## config.mk

```make
export PLATFORM = sky130hd
export DESIGN_NAME = tremolo
export DESIGN_NICKNAME = d
export VERILOG_FILES = /design/src/rtl/tremolo.sv
export SDC_FILE = /design/constraint.sdc
export NUM_CORES = 1
export LEC_CHECK = 0
export CORE_AREA = 5 5 127 129
export CTS_CLUSTER_DIAMETER = 60
export DETAILED_ROUTE_END_ITERATION = 10
export DIE_AREA = 0 0 132 134
export PLACE_DENSITY = 0.68
export SYNTH_ARGS = -nofsm -noshare
export SYNTH_HDL_FRONTEND = slang
export SYNTH_SLANG_ARGS = --single-unit
export TNS_END_PERCENT = 1
```

## constraint.sdc

```tcl
create_clock -name CLK -period 5.9 [get_ports CLK]
set_input_delay 1.18 -clock CLK [delete_from_list [all_inputs] [get_ports CLK]]
set_output_delay 1.18 -clock CLK [all_outputs]
set_load 0.01 [all_outputs]
```

## src/rtl/tremolo.sv

```systemverilog
// Tremolo: scales each signed 16-bit sample by a gain driven from a slow triangle LFO.
// Define TREMOLO_SQUARE_EN to switch the applied gain to a square wave (unity / GAIN_MIN).
module tremolo #(
  parameter int LFO_DIV  = 26042,
  parameter int GAIN_MIN = 64
) (
  input  logic               CLK,
  input  logic               RESET,
  input  logic signed [15:0] Signal_in,
  output logic signed [15:0] Signal_out
);

  localparam int PW = (LFO_DIV > 1) ? $clog2(LFO_DIV) : 1;
  localparam logic [PW-1:0] PRESC_LAST = PW'(LFO_DIV - 1);
  localparam logic [8:0]    GAIN_UNITY = 9'd256;
  localparam logic [8:0]    GAIN_LOW   = 9'(GAIN_MIN);

  typedef enum logic {
    DIR_DOWN = 1'b0,
    DIR_UP   = 1'b1
  } dir_t;

  logic [PW-1:0]      presc_reg, presc_next;
  logic [8:0]         gain_reg, gain_next;
  dir_t               dir_reg, dir_next;
  logic [8:0]         gain_eff;
  logic signed [15:0] in_q;
  logic [8:0]         g_q;
  logic signed [25:0] prod;

  always_ff @(posedge CLK) begin
    if (RESET) begin
      presc_reg <= '0;
      gain_reg  <= GAIN_UNITY;
      dir_reg   <= DIR_DOWN;
    end else begin
      presc_reg <= presc_next;
      gain_reg  <= gain_next;
      dir_reg   <= dir_next;
    end
  end

  // Direction flips on the same step that lands on an endpoint, so each endpoint is held one step period.
  always_comb begin
    presc_next = presc_reg + PW'(1);
    gain_next  = gain_reg;
    dir_next   = dir_reg;
    if (presc_reg == PRESC_LAST) begin
      presc_next = '0;
      if (dir_reg == DIR_DOWN) begin
        gain_next = gain_reg - 9'd1;
        if (gain_next == GAIN_LOW) dir_next = DIR_UP;
      end else begin
        gain_next = gain_reg + 9'd1;
        if (gain_next == GAIN_UNITY) dir_next = DIR_DOWN;
      end
    end
  end

`ifdef TREMOLO_SQUARE_EN
  assign gain_eff = (dir_reg == DIR_DOWN) ? GAIN_UNITY : GAIN_LOW;
`else
  assign gain_eff = gain_reg;
`endif

  // Gain is at most unity, so the floored product always fits back into 16 bits.
  assign prod = in_q * $signed({1'b0, g_q});

  always_ff @(posedge CLK) begin
    if (RESET) begin
      in_q       <= '0;
      g_q        <= '0;
      Signal_out <= '0;
    end else begin
      in_q       <= Signal_in;
      g_q        <= gain_eff;
      Signal_out <= 16'(prod >>> 8);
    end
  end

endmodule

```

---- Yosys cells after proc, flatten, opt, wreduce, memory -nomap -nowiden ----
Index checks and enable logic that the tools add are counted.
storage, ports and cells
  flip-flop bits (word level) ............. 66
  latch bits .............................. 0
  RAM bits ................................ 0
  bits in read-only memories .............. 0
  bits of input ports ..................... 18
  logic and storage cells ................. 18
  memories kept ........................... 0
cells by class
  add/sub/neg operators ................... 3
  multiply operators ...................... 1
  div/mod/pow operators ................... 0
  order comparisons ....................... 0
  eq/ne operators ......................... 3
  shift operators ......................... 0
  muxes and demuxes ....................... 4
  bitwise operators ....................... 0
  reduce and logical (&&, ||, !) cells .... 1
operators with widths
  kind                                                                number
  16-bit by 10-bit multiplier with 24-bit output                      1
  15-bit by 1-bit adder with 15-bit output, second input constant     1
  15-bit == test, second input constant                               1
  9-bit by 1-bit adder with 9-bit output, second input constant       1
  9-bit by 7-bit == test with 1-bit output, second input constant     1
  9-bit == test, second input constant                                1
  9-bit two-way mux                                                   1
  9-bit by 1-bit subtractor with 9-bit output, second input constant  1
  1-bit two-way mux                                                   3
  2-bit OR reduction                                                  1

---- Depth between registers and ports, before layout ----
  depth in word-level cells ............... 4
  gate-level depth with buffers ........... 19

---- Least setup slack after synthesis ----
No wires, ideal clock.
  path type ............................... register to register
  start ................................... register g_q[2]
  end ..................................... register Signal_out[12]
  library setup time ...................... 123 ps
  data arrival time ....................... 5,172 ps
  path slack .............................. 605 ps
  stages on the path, launching flop included .. 18
  buffers on the path ..................... 1
  period minus slack after synthesis ...... 5,295 ps
  cells stage by stage .................... dfxtp_1 > clkbuf_1 > nand2_1 > fa_1 > inv_1 > fa_1 > fa_1 > fa_1 > inv_1 > fa_1 > inv_1 > ha_1 > a21o_1 > a21o_1 > a41o_1 > or4_1 > o22ai_2 > mux2_1
on the way
  word-level cells in the longest chain between the ends .. 1
RTL lines
  element                                         line  RTL
  from (decl)                                     28    logic [8:0] g_q;
  from (signal assigned)                          76    g_q <= gain_eff;
  16-bit by 10-bit multiplier with 24-bit output  67    assign prod = in_q * $signed({1'b0, g_q});
  to (signal assigned)                            77    Signal_out <= 16'(prod >>> 8);
  to (decl)                                       10    output logic signed [15:0] Signal_out
No other way between the ends.
A chain may end at the register's enable or synchronous reset.

---- Final worst setup path ----
  start ................................... register g_q[7]
  end ..................................... register Signal_out[7]
Same word-level chain as after synthesis.

==> metrics.md <==
| Metric | Value |
|---|---|
| CTS tree | `yes` |
| Clk root buf | `clkbuf_16` |
| WP data arrival | `roughly 5.7 ns` |
| Tightest Hold Check Type | `reg -> reg` |
| Synth Flop Type | `dfxtp_1` |
| PD cells | `~140 nW/um^2` |
| Total power | `1.10 mW` |
| Clock Skews | `roughly 0.012 ns` |
| Core Footprint | `14900 um^2` |
| Register share of total power | `43.3%` |
| WS Path Type | `reg -> reg` |
| # DRC | `0` |
| DR iter-0 viols | `~300` |
| Routed WL | `between 15000 and 20000 um` |
| Avg Inst Size Synth | `around 8.9 um^2` |
| Post-Syn Area | `roughly 7300 um^2` |
| Unique masters post-synth | `60` |
| Total negative slack | `0 ns` |
| Tcrit/Tclk final | `between 90% and 100%` |
| Crit start category | `flip-flop` |
| Crit. End Element | `flip-flop` |
| Worst path required time | `roughly 6.1 ns` |
| Pint | `between 0.8 and 0.9 mW` |
| Combinational fraction of design power | `between 7 and 8%` |
| Yosys reg bits | `66` |
| Max Clock Freq | `182 MHz` |
| Hold_buf cts | `0` |
| Setup violators final | `0` |
| Std-Cell Rows | `45` |
| Share of layout cells above drive strength 1 | `under 10%` |
| DP Wirelength | `11900 um` |
| Port-buffer cells | `33` |
| EDFF count, synth | `0` |
| Worst-margin pin slew | `~0.97 ns` |
| Tmin final | `5.50 ns` |
| Most common cell after layout, fill and taps aside | `inv_1` |
| DR vias/cell | `5.11` |
| Max cap viols | `0` |
| Num ports | `34` |
| Post-DRT Antenna Nets | `0` |
| Clock latency on the worst-skew pair | `0.34 ns` |
| Status | `finished, final reports clean` |
| Ys Warns | `0` |
| Initial Util | `about half` |
| Most frequent cells in the layout | `inv_1, fa_1, nand2_1` |
| Initial antenna violation count | `0` |
| Fraction of power spent switching nets | `24.3%` |
| Gpl congestion | `roughly 0.85` |
| Nets | `between 1000 and 1500` |
| Htree depth | `3` |
| Fin. Hold Viols | `0` |
| Clock network fraction of total power | `approximately half` |
| Hold path cells | `1` |
| Synth-to-Final Area Change | `11.2%` |
| CP Max Fanout | `16` |
| Cts bufs inserted | `9` |
| Syn_nets | `1008` |
| NetSw | `0.269 mW` |
| CTS sink cnt | `66` |
| Die H | `approximately 130 um` |
| Cell count of the worst reg-to-reg path | `15` |
| Fillers | `1344` |
| First-pass GRT wire length | `approximately 27000 um` |
| Drt wl/cell | `14.6 um` |
| Antenna cells | `0` |
| Slew headroom | `between 30% and 40%` |
| Gr usage total | `about 19%` |
| Max clock buf depth | `2` |
| Total gr overflow | `0` |
| Vias in the first global route | `roughly 5600` |
| Asr flop ratio synth | `0%` |
| Mapped Cells | `820` |
| Reg clk slew, reported paths | `around 0.060 ns` |
| Die Wd | `132 um` |
| Leak Pwr | `4.04 nW` |
| RSZ-0062 raised after global routing | `false` |
| Max Slew Vio Count | `0` |
| VDD IR-drop max | `0.161 mV` |
| Post-synthesis sequential area ratio | `between 10% and 20%` |
| Largest net degree at the start of global routing | `54` |
| Vias post-DR | `about 5300` |
| Drt pass-1 iters | `5` |
| Die ar. | `17700 um^2` |
## per-layer routing
| layer | global-route usage (%) | part of all wire, % | wire length (um) |
|---|---|---|---|
| met5 | 0 | 0 | 0 |
| met1 | 25.2 | 47 | 7070 |
| met2 | 30.8 | 47 | 7120 |
| met4 | 4.80 | 1.9 | 289 |
| met3 | 3.15 | 3.9 | 591 |
## final cells by class
cell class	instances	area, um^2	area share (%)
multi-input cells	594	5400	66.3
well taps	188	235	2.89
clock inverters	6	65.1	0.799
inverters	128	480	5.90
clock buffers	10	239	2.93
flip-flops and latches	66	1330	16.3
repair buffers	43	400	4.92
## power by group through the flow
stage | logic (mW) | registers, mW | clock network [mW]
6_report | 0.0797 | 0.479 | 0.547
5_1_grt | 0.0914 | 0.481 | 0.578
4_1_cts | 0.0812 | 0.478 | 0.562
3_5_place_dp | 0.0803 | 0.488 | 0
3_3_place_gp | 0.0801 | 0.488 | 0
2_1_floorplan | 0.0550 | 0.474 | 0
## logic make-up (layout without fill, tap and decap cells)
family / count (synthesis) / count (layout) / share of synthesized area (%)
AO/OA/AOI/OAI: 73 / 73 / 6.60
XOR/XNOR: 35 / 35 / 4.19
adder cells (fa/ha/maj): 170 / 170 / 40.8
buffers and inverters: 160 / 187 / 8.21
flip-flops: 66 / 66 / 18.1
multiplexers: 4 / 4 / 0.649
AND/OR/NAND/NOR: 312 / 312 / 21.6
## critical path, cell delays in order, from the launching register on
cell and delay [ns]:
dfxtp_1 0.80, and2_1 0.23, ha_1 0.25, fa_1 0.54, fa_1 0.54, fa_1 0.58
inv_1 0.06, fa_1 0.53, inv_1 0.04, ha_1 0.35, nand3_1 0.12, a2111oi_0 0.38
o21a_2 0.26, o211ai_1 0.12, and3b_1 0.19, nor3_1 0.36
## synthesized netlist by cell type, drive strengths merged (2+ instances only)
library cell / number / area [um^2]
inv: 128 / 480
o21a: 7 / 53.8
a21oi: 24 / 131
ha: 56 / 701
or3: 9 / 57.6
nor2b: 25 / 156
o22ai: 3 / 25.0
nand2: 99 / 372
a21o: 4 / 31.3
xor2: 12 / 105
o211ai: 2 / 15.0
xnor2: 23 / 201
mux2: 3 / 37.5
nor3b: 2 / 15.0
nand3: 17 / 85.1
nand4: 6 / 37.5
a31oi: 3 / 18.8
and2: 74 / 463
o21ai: 15 / 75.1
a21boi: 2 / 15.0
buf: 2 / 7.51
and3: 6 / 38.8
or4: 2 / 15.0
o31a: 2 / 18.8
nor3: 18 / 90.1
dfxtp: 66 / 1320
fa: 114 / 2280
clkbuf: 30 / 113
nor4: 3 / 18.8
nor2: 42 / 158
nand2b: 2 / 12.5
## what timing repair did
item / in CTS / in global routing
setup buffers: 0 / 0
gates resized for setup: 0 / 3
setup endpoints to repair: 0 / 2
hold endpoints to repair: 0 / 0
## final timing paths
| check | from | end | slack [ns] |
|---|---|---|---|
| max | g_q[7] | Signal_out[7] | 0.40 |
| min | presc_reg[0] | presc_reg[0] | 0.46 |
| max reg2reg | g_q[7] | Signal_out[7] | 0.40 |
| min reg2reg | presc_reg[0] | presc_reg[0] | 0.46 |
## stage by stage
stage / utilization [%] / cell area (um^2) / std cells / hold WS, ns / setup WS (ns)
CTS: 54.5 / 8140 / 1035 / 0.466 / 0.233
detailed placement: 52.5 / 7840 / 1019 / 0.453 / 0.264
finish: 54.6 / 8140 / 1035 / 0.461 / 0.401
floorplan: - / 7320 / 820 / 0.434 / 0.605
global placement: 52.5 / 7840 / 1019 / 0.447 / 0.308
global route: 54.6 / 8140 / 1035 / 0.523 / 0.0589
No activity file was read; power rests on OpenSTA's default activity.
